$ cat config.mk
export PLATFORM = sky130hd
export DESIGN_NAME = key_event_ctrl_flat
export DESIGN_NICKNAME = d
export VERILOG_FILES = /design/src/rtl/key_event_ctrl_if.sv /design/src/rtl/key_event_ctrl.sv /design/src/flat_wrapper.sv
export SDC_FILE = /design/constraint.sdc
export NUM_CORES = 1
export LEC_CHECK = 0
export CORE_MARGIN = 1
export CORE_UTILIZATION = 57
export DETAILED_ROUTE_END_ITERATION = 16
export PLACE_DENSITY_LB_ADDON = 0.12
export SLEW_MARGIN = 10
export SYNTH_ARGS = -nofsm -noshare
export SYNTH_HDL_FRONTEND = slang
export SYNTH_SLANG_ARGS = --single-unit
export TNS_END_PERCENT = 30
$ cat constraint.sdc
create_clock -name sys_clk -period 2.03 [get_ports sys_clk]
set_input_delay 0.203 -clock sys_clk [delete_from_list [all_inputs] [get_ports sys_clk]]
set_output_delay 0.203 -clock sys_clk [all_outputs]
set_load 0.1 [all_outputs]
$ cat src/rtl/key_event_ctrl_if.sv
// rtl/key_event_ctrl_if.sv - key event valid/ready port bundle
//
// Purpose: carries one classified key event from the key front end to the
// command logic.
// Signals:
//   evt_valid  event available (master drives)
//   evt_ready  consumer accepts event (slave drives)
//   evt_key    index of the key that produced the event
//   evt_type   0 = short press, 1 = long press
interface key_event_ctrl_if;
  logic       evt_valid;
  logic       evt_ready;
  logic [1:0] evt_key;
  logic       evt_type;

  modport master (output evt_valid, output evt_key, output evt_type, input evt_ready);
  modport slave  (input evt_valid, input evt_key, input evt_type, output evt_ready);
endinterface

$ cat src/rtl/key_event_ctrl.sv
// rtl/key_event_ctrl.sv - four-key debounce, short/long classification, round-robin event port
//
// Purpose: synchronises and debounces four active-low push keys, classifies
// each press as short or long, and delivers the events one at a time through
// a valid/ready port with round-robin fairness between keys.
// Ports:
//   sys_clk       system clock
//   sys_rst_n     asynchronous active-low reset
//   key[3:0]      raw keys, active-low, asynchronous to sys_clk
//   evt           event port (master side of key_event_ctrl_if)
//   key_level     debounced key levels, 1 = held
//   evt_overflow  one-cycle pulse when an event was dropped
module key_event_ctrl #(
  parameter int DEBOUNCE_CYCLES = 1_000_000,
  parameter int LONG_CYCLES     = 50_000_000
) (
  input  logic                     sys_clk,
  input  logic                     sys_rst_n,
  input  logic [3:0]               key,
  key_event_ctrl_if.master         evt,
  output logic [3:0]               key_level,
  output logic                     evt_overflow
);

  localparam logic [23:0] DB_LAST   = 24'(DEBOUNCE_CYCLES - 1);
  localparam logic [25:0] LONG_LAST = 26'(LONG_CYCLES - 1);
  localparam logic [25:0] LONG_MAX  = 26'(LONG_CYCLES);

  typedef enum logic {IDLE, HOLD} state_t;

  state_t      state;
  logic [3:0]  sync1, sync2;
  logic [23:0] db_cnt   [4];
  logic [25:0] hold_cnt [4];
  logic [3:0]  long_fired;
  logic [3:0]  pend, ptype;
  logic [1:0]  rr;

  logic [3:0]  differ, toggle, rise, fall;
  logic [3:0]  long_ev, short_ev, raise, grant, drop;
  logic [1:0]  sel;
  logic        any_pend;

  // Per-key event detection. A long event on the very cycle the key is
  // released still wins, so a press never yields both a long and a short.
  always_comb begin
    differ   = '0;
    toggle   = '0;
    long_ev  = '0;
    for (int i = 0; i < 4; i++) begin
      differ[i]  = (~sync2[i]) != key_level[i];
      toggle[i]  = differ[i] && (db_cnt[i] == DB_LAST);
      long_ev[i] = key_level[i] && !long_fired[i] && (hold_cnt[i] == LONG_LAST);
    end
    rise     = toggle & ~key_level;
    fall     = toggle & key_level;
    short_ev = fall & ~long_fired & ~long_ev;
    raise    = long_ev | short_ev;
  end

  // Round-robin pick: first pending key after the last one accepted.
  always_comb begin
    logic       found;
    logic [1:0] idx;
    found    = 1'b0;
    idx      = '0;
    sel      = '0;
    any_pend = |pend;
    for (int k = 1; k <= 4; k++) begin
      idx = rr + 2'(k);
      if (!found && pend[idx]) begin
        sel   = idx;
        found = 1'b1;
      end
    end
    grant = (state == IDLE && any_pend) ? (4'b0001 << sel) : 4'b0000;
    // A slot being granted this cycle can take the new event without loss.
    drop  = raise & pend & ~grant;
  end

  always_ff @(posedge sys_clk or negedge sys_rst_n) begin
    if (!sys_rst_n) begin
      sync1        <= 4'b1111;
      sync2        <= 4'b1111;
      key_level    <= '0;
      long_fired   <= '0;
      pend         <= '0;
      ptype        <= '0;
      evt_overflow <= 1'b0;
      for (int i = 0; i < 4; i++) begin
        db_cnt[i]   <= '0;
        hold_cnt[i] <= '0;
      end
    end else begin
      sync1        <= key;
      sync2        <= sync1;
      evt_overflow <= |drop;
      for (int i = 0; i < 4; i++) begin
        if (toggle[i]) begin
          key_level[i] <= ~key_level[i];
          db_cnt[i]    <= '0;
        end else if (differ[i]) begin
          db_cnt[i] <= db_cnt[i] + 24'd1;
        end else begin
          db_cnt[i] <= '0;
        end

        if (rise[i])
          hold_cnt[i] <= '0;
        else if (key_level[i] && hold_cnt[i] != LONG_MAX)
          hold_cnt[i] <= hold_cnt[i] + 26'd1;

        if (fall[i])
          long_fired[i] <= 1'b0;
        else if (long_ev[i])
          long_fired[i] <= 1'b1;

        if (raise[i]) begin
          if (!drop[i]) begin
            pend[i]  <= 1'b1;
            ptype[i] <= long_ev[i];
          end
        end else if (grant[i]) begin
          pend[i] <= 1'b0;
        end
      end
    end
  end

  always_ff @(posedge sys_clk or negedge sys_rst_n) begin
    if (!sys_rst_n) begin
      state         <= IDLE;
      evt.evt_valid <= 1'b0;
      evt.evt_key   <= '0;
      evt.evt_type  <= 1'b0;
      rr            <= 2'd3;
    end else begin
      case (state)
        IDLE: begin
          if (any_pend) begin
            evt.evt_key   <= sel;
            evt.evt_type  <= ptype[sel];
            evt.evt_valid <= 1'b1;
            state         <= HOLD;
          end
        end
        HOLD: begin
          if (evt.evt_ready) begin
            rr            <= evt.evt_key;
            evt.evt_valid <= 1'b0;
            state         <= IDLE;
          end
        end
        default: state <= IDLE;
      endcase
    end
  end

endmodule

$ cat src/flat_wrapper.sv
// flat-port wrapper written by rule: the top's interface ports become plain ports
module key_event_ctrl_flat 
#(
  parameter int DEBOUNCE_CYCLES = 1_000_000,
  parameter int LONG_CYCLES     = 50_000_000
)
  (sys_clk, sys_rst_n, key, key_level, evt_overflow, evt_evt_valid, evt_evt_key, evt_evt_type, evt_evt_ready);
  key_event_ctrl_if evt_i ();
  input  logic sys_clk;
  input  logic sys_rst_n;
  input  logic [3:0] key;
  output logic [3:0] key_level;
  output logic evt_overflow;
  output wire logic [$bits(evt_i.evt_valid)-1:0] evt_evt_valid;
  output wire logic [$bits(evt_i.evt_key)-1:0] evt_evt_key;
  output wire logic [$bits(evt_i.evt_type)-1:0] evt_evt_type;
  input wire logic [$bits(evt_i.evt_ready)-1:0] evt_evt_ready;
  assign evt_evt_valid = evt_i.evt_valid;
  assign evt_evt_key = evt_i.evt_key;
  assign evt_evt_type = evt_i.evt_type;
  assign evt_i.evt_ready = evt_evt_ready;
  key_event_ctrl #(.DEBOUNCE_CYCLES(DEBOUNCE_CYCLES), .LONG_CYCLES(LONG_CYCLES)) u_core (.sys_clk(sys_clk), .sys_rst_n(sys_rst_n), .key(key), .evt(evt_i), .key_level(key_level), .evt_overflow(evt_overflow));
endmodule
# After elaboration in Yosys (flattened, before gate mapping)
# Index checks and enable logic that the tools add are counted.
[totals]
regBits = 232
in_bits = 7
[classes]
n_eq_ne = 22
n_mux = 60
bitwise = 24
magnitude_cmp = 5
addsub = 11
n_reduce_logical = 52
n_shift = 1
[ops]
columns = ["operator", "n"]
rows = [
  ["two-way mux 26 bit", 8],
  ["two-way mux 24 bit", 8],
  ["adder 26 x 1 -> 26 bit, second input constant", 4],
  ["equality test 26 bit, second input constant", 4],
  ["inequality test 26 bit, second input constant", 4],
  ["adder 24 x 1 -> 24 bit, second input constant", 4],
  ["equality test 24 x 20 -> 1 bit, second input constant", 4],
  ["two-way mux 1 bit", 32],
  ["AND 4 bit", 6],
  ["nonzero test 2 bit", 12],
  ["AND reduction 2 bit", 11],
  ["logical AND 1 bit", 20],
  ["NOT 4 bit", 4],
  ["< comparator 2 x 3 -> 1 bit, second input constant", 5],
  ["NOT 1 bit", 13],
  ["binary-select mux 1 bit (select 2 bit)", 5],
  ["inequality test 2 bit, second input constant", 5],
  ["two-way mux 2 bit", 4],
  ["OR reduction 4 bit", 2],
  ["logical NOT 1 bit", 7],
  ["adder 2 bit, second input constant", 2],
  ["two-way mux 4 bit", 1],
  ["inequality test 1 bit", 4],
  ["OR 4 bit", 1],
  ["other kinds (4)", 5],
]

# Longest topological paths before layout
[logic_depth]
word_depth = 19
ltp_mapped = 10

# Worst setup path after synthesis
# Ideal clock, no wire load.
[synth_timing]
path_kind = "register -> register"
start = "register u_core.key_level[2]"
end = "register u_core.evt_overflow"
period_less_slack_ps = 2572
setup_slack_ps = -542
stages_incl_launch_ff = 7
t_arrival_ps = 2482
cell_sequence = "dfrtp_1 -> buf_4 -> inv_1 -> or4b_2 -> nor3_1 -> o21bai_1 -> o2111ai_1"
[synth_via]
elab_chain_cells = 9
elab_cells_between_ends = 12
[synth_rtl]
columns = ["item", "line_no", "source"]
rows = [
  ["start: declaration", "key_event_ctrl.sv:21", "output logic [3:0] key_level,"],
  ["start signal: indexed assignment", "key_event_ctrl.sv:100", "key_level[i] <= ~key_level[i];"],
  ["inequality test 1 bit", "key_event_ctrl.sv:51", "differ[i] = (~sync2[i]) != key_level[i];"],
  ["logical AND 1 bit", "key_event_ctrl.sv:52", "toggle[i] = differ[i] && (db_cnt[i] == DB_LAST);"],
  ["AND 4 bit", "key_event_ctrl.sv:56", "fall = toggle & key_level;"],
  ["AND 4 bit (2 in a row)", "key_event_ctrl.sv:57", "short_ev = fall & ~long_fired & ~long_ev;"],
  ["OR 4 bit *", "key_event_ctrl.sv:58", "raise = long_ev | short_ev;"],
  ["AND 4 bit * (2 in a row)", "key_event_ctrl.sv:78", "drop = raise & pend & ~grant;"],
  ["OR reduction 4 bit *", "key_event_ctrl.sv:97", "evt_overflow <= |drop;"],
  ["end signal: assignment", "key_event_ctrl.sv:97", ""],
  ["end: declaration", "key_event_ctrl.sv:22", "output logic evt_overflow"],
]
# Mark *: on every way between the ends. The rest lies on a longest branch, timed or not.
# A chain may end at the register's enable or synchronous reset.

# Final worst setup path
[layout_timing]
start = "register u_core.db_cnt[79] in the netlist's numbering"
end = "register u_core.db_cnt[79] in the netlist's numbering"
[layout_via]
elab_chain_cells = 3
elab_cells_between_ends = 5
[layout_rtl]
columns = ["item", "line_no", "source"]
rows = [
  ["start: declaration", "key_event_ctrl.sv:33", "logic [23:0] db_cnt [4];"],
  ["start signal: indexed assignment", "key_event_ctrl.sv:103", "db_cnt[i] <= db_cnt[i] + 24'd1;"],
  ["adder 24 x 1 -> 24 bit or equality test 24 x 20 -> 1 bit (tied branches)", "key_event_ctrl.sv:103, key_event_ctrl.sv:52", ""],
  ["two-way mux 24 bit or logical AND 1 bit (tied branches)", "key_event_ctrl.sv:102, key_event_ctrl.sv:52", ""],
  ["two-way mux 24 bit *", "key_event_ctrl.sv:99", "if (toggle[i]) begin"],
]
# Marks and branches as above.

==> flow_summary.yaml <==
drt:
  wirelength_um: 25000
  wl_per_cell_um: 15.0
  drtIter0Drc: 373
  avgViaCountPerCell: 5.55
  firstDrtPassIters: 4
  drc: 0
  vias: 9248
  drtAntennaViolNets: 0
die:
  fp.dieW_um: 145
  initial_core_util: 0.580
  rows: 52
  dieArea_um2: 21100
  fp.dieH_um: 145
  io_pins: 16
  core-area_um2: 20200
grt:
  antenna_found_initial: 0
  overflow: 0
  grt_max_degree: 59
  grt_pass1_vias: 8981
  grt_pass1_wl_um: 41400
  gr-usage-all-layers: 0.233
timing:
  final_max_slew_viol_count: 0
  skew_ns: 0.00915
  final_hold_viol_count: 0
  period_share: 1.03
  setup_viol: 25
  fmax_ghz: 0.478
  fin_ws_ns: -0.0610
  rsz0062_at_grt: "true"
  setup-tns-final_ns: -0.714
  tightest_slew_ns: 0.474
  relSlewSlack: 0.684
  min_period_ns: 2.09
yosys:
  synth_edf_count: 0
  netlist_area_um2: 11700
  synth_top_family_by_area: "simple AND/OR/NAND/NOR gates"
  muxShareOfSynthArea: 0.0256
  syn_nets: 1241
  syn_inst: 1222
  synth_xor_area_frac: 0.101
  seq_area_frac_synth: 0.497
  syn_area_per_cell_um2: 9.58
  synth_top_flop_cell: "dfrtp_1"
  synthAdderAreaFrac: 0.0128
  synth.largest_area_cell: "dfrtp_1"
  synth_compound_area_frac: 0.0595
  async_flop_share: 1.00
  yosys_register_bits: 232
  synthSimpleGateAreaFrac: 0.278
  yosys.area.top_type_share: 0.475
  ys_types: 69
  yosys_warnings: 0
  netlist_top_cells_area: "dfrtp_1 (47%), nor2_1 (5.9%), xor2_1 (5.7%), xnor2_1 (4.4%), nand3_1 (4.2%)"
placement:
  dp_slack_ns: -0.0930
  io_buffers: 15
  hpwlAfterDp_um: 16500
  dpl.cell_count: 1608
  place_congestion: 0.825
critical_path:
  r2r_start: "u_core.db_cnt[79]"
  reg2reg_setup_slack_ns: -0.06
  crit_type: "reg -> reg"
  crit_path_max_fanout: 6
  cp.arrival_ns: 2.49
  cp-end-kind: "flip-flop"
  reg2reg_to: "u_core.db_cnt[79]"
  critPathLaunchType: "flip-flop"
  crit_required_ns: 2.43
  reg2regPathDepth: 6
run_status:
  failed_checks: "setup timing"
  outcome: "finished, violations left"
hold_path:
  hold_depth: 1
  min-delay-start: "key[3]"
  hold_class: "in -> reg"
  hold-path-endpoint: "u_core.sync1[3]"
final_layout:
  drive_above_1_share: 0.216
  fin_nets: 1394
  fill_cells: 1512
  syn_to_final_growth_pct: 24.5
  final_core_utilization: 0.722
  n_antenna_cell: 0
  finalNonFillerCells: 1665
pwr:
  power_switching_mw: 2.03
  pwr_density_cell_nw_per_um2: 688
  p_clk_frac: 0.509
  p_int_mw: 7.99
  combPwrFrac: 0.024
  vdd_ir_drop_max_mv: 0.671
  power.leakage_nw: 6.43
  swShare: 0.203
  seqPwrFrac: 0.467
run:
  maxCapViolations: 0
clock_network:
  numCtsBuffers: 26
  numClockSinks: 232
  clkTransAtPathRegs_ns: 0.06
  cts-root-buf: "clkbuf_16"
  cts_tree: "yes"
  insertion_delay_ns: 0.52
  h-tree-depth: 1
  clk_path_buf_depth: 3
-- cells in the final DEF (no fill, tap or decap), types with 10 or more instances in the layout --
master / n
inv_1: 32
nor3_1: 20
and3_1: 27
or3_1: 18
xor2_1: 76
mux2i_1: 22
o21ai_0: 37
nor4_1: 14
ha_1: 10
a21oi_1: 16
dfstp_2: 10
nor2_4: 10
buf_4: 137
nand2_1: 121
xnor2_1: 59
nand3_1: 96
and4_1: 23
o31ai_1: 13
nor2_1: 166
dfrtp_1: 217
nand4_1: 44
clkbuf_16: 29
-- routing by layer --
layer | vias up | part of all wire | track usage
met3 | 36 | 0.025 | 0.0299
met5 | - | 0 | 0
met2 | 93 | 0.49 | 0.392
met4 | 0 | 0.017 | 0.0589
li1 | 4587 | - | -
met1 | 4532 | 0.47 | 0.321
-- timing repair --
action,in CTS,in global routing
pin swaps,2,29
endpoints found under the setup margin,41,165
resized for setup,6,81
hold buffers,1,0
hold endpoints to repair,52,0
gates cloned,0,3
buffers inserted,1,4
-- power groups by stage --
stage	clock network (mW)	logic, mW	registers, mW
6_report	5.10	0.241	4.68
5_1_grt	5.41	0.279	4.68
4_1_cts	5.20	0.227	4.68
3_5_place_dp	0	0.224	4.76
3_3_place_gp	0	0.222	4.76
2_1_floorplan	0	0.0692	4.76
-- cell families after synthesis --
family                     after synthesis
AOI/OAI and AO/OA                      111
xor gates and xnor gates               135
adders and majority gates               12
buffers and inverters                   69
DFF                                    232
muxes                                   29
and+or+nand+nor                        634
-- stage by stage --
step | area [um2] | hold slack, ns | total power [mW]
floorplan | 11800 | -0.0926 | 4.83
global placement | 13200 | 0.175 | 4.98
detailed placement | 13200 | 0.178 | 4.99
CTS | 14200 | 0.0712 | 10.1
global route | 14600 | 0.0770 | 10.4
finish | 14600 | 0.0820 | 10.0
-- area by class of cell --
cell class,instances,area (um2),area share
clock buffer,38,807,0.0554
clock inverter,10,153,0.0105
inverter,35,131,0.00902
multi-input combinational,921,5930,0.407
sequential,232,5830,0.401
tap,270,338,0.0232
timing repair buffer,159,1370,0.0941
-- cells in the mapped netlist, types with 22 or more instances --
cell type,count
nand4_1,44
nand2_1,124
xnor2_1,59
inv_1,35
nor3_1,28
and3_1,28
nor2_1,183
o21ai_0,45
and4_1,23
nand3_1,98
dfrtp_1,222
xor2_1,76
nor4_1,22
mux2i_1,22
-- worst max path at each step --
| stage | end | cells past startpoint | start |
|---|---|---|---|
| floorplan | u_core.ptype[2] | 9 | u_core.db_cnt[24] |
| global placement | u_core.ptype[2] | 7 | u_core.db_cnt[31] |
| detailed placement | u_core.ptype[2] | 7 | u_core.db_cnt[32] |
| CTS | u_core.ptype[2] | 7 | u_core.db_cnt[35] |
| global route | u_core.db_cnt[79] | 6 | u_core.db_cnt[79] |
| finish | u_core.db_cnt[79] | 6 | u_core.db_cnt[79] |
-- worst max-delay path, stage by stage, from the launching register on --
cell,delay [ns]
dfrtp_1,0.40
nor4b_1,0.35
nand4_1,0.26
or4_4,0.57
nand2b_4,0.15
clkbuf_16,0.20
nor2_4,0.04
-- state kept, by name, indices dropped and copies added, names as in the netlist --
name	count
u_core.state	1
u_core.pend	4
u_core.evt_overflow	1
u_core.hold_cnt	104
u_core.sync2	4
u_core.db_cnt	96
u_core.evt.evt_type	1
u_core.evt.evt_valid	1
u_core.long_fired	4
u_core.key_level	4
u_core.evt.evt_key	2
u_core.ptype	4
u_core.rr	2
u_core.sync1	4
Note: power is estimated with default switching activity, not from simulation.
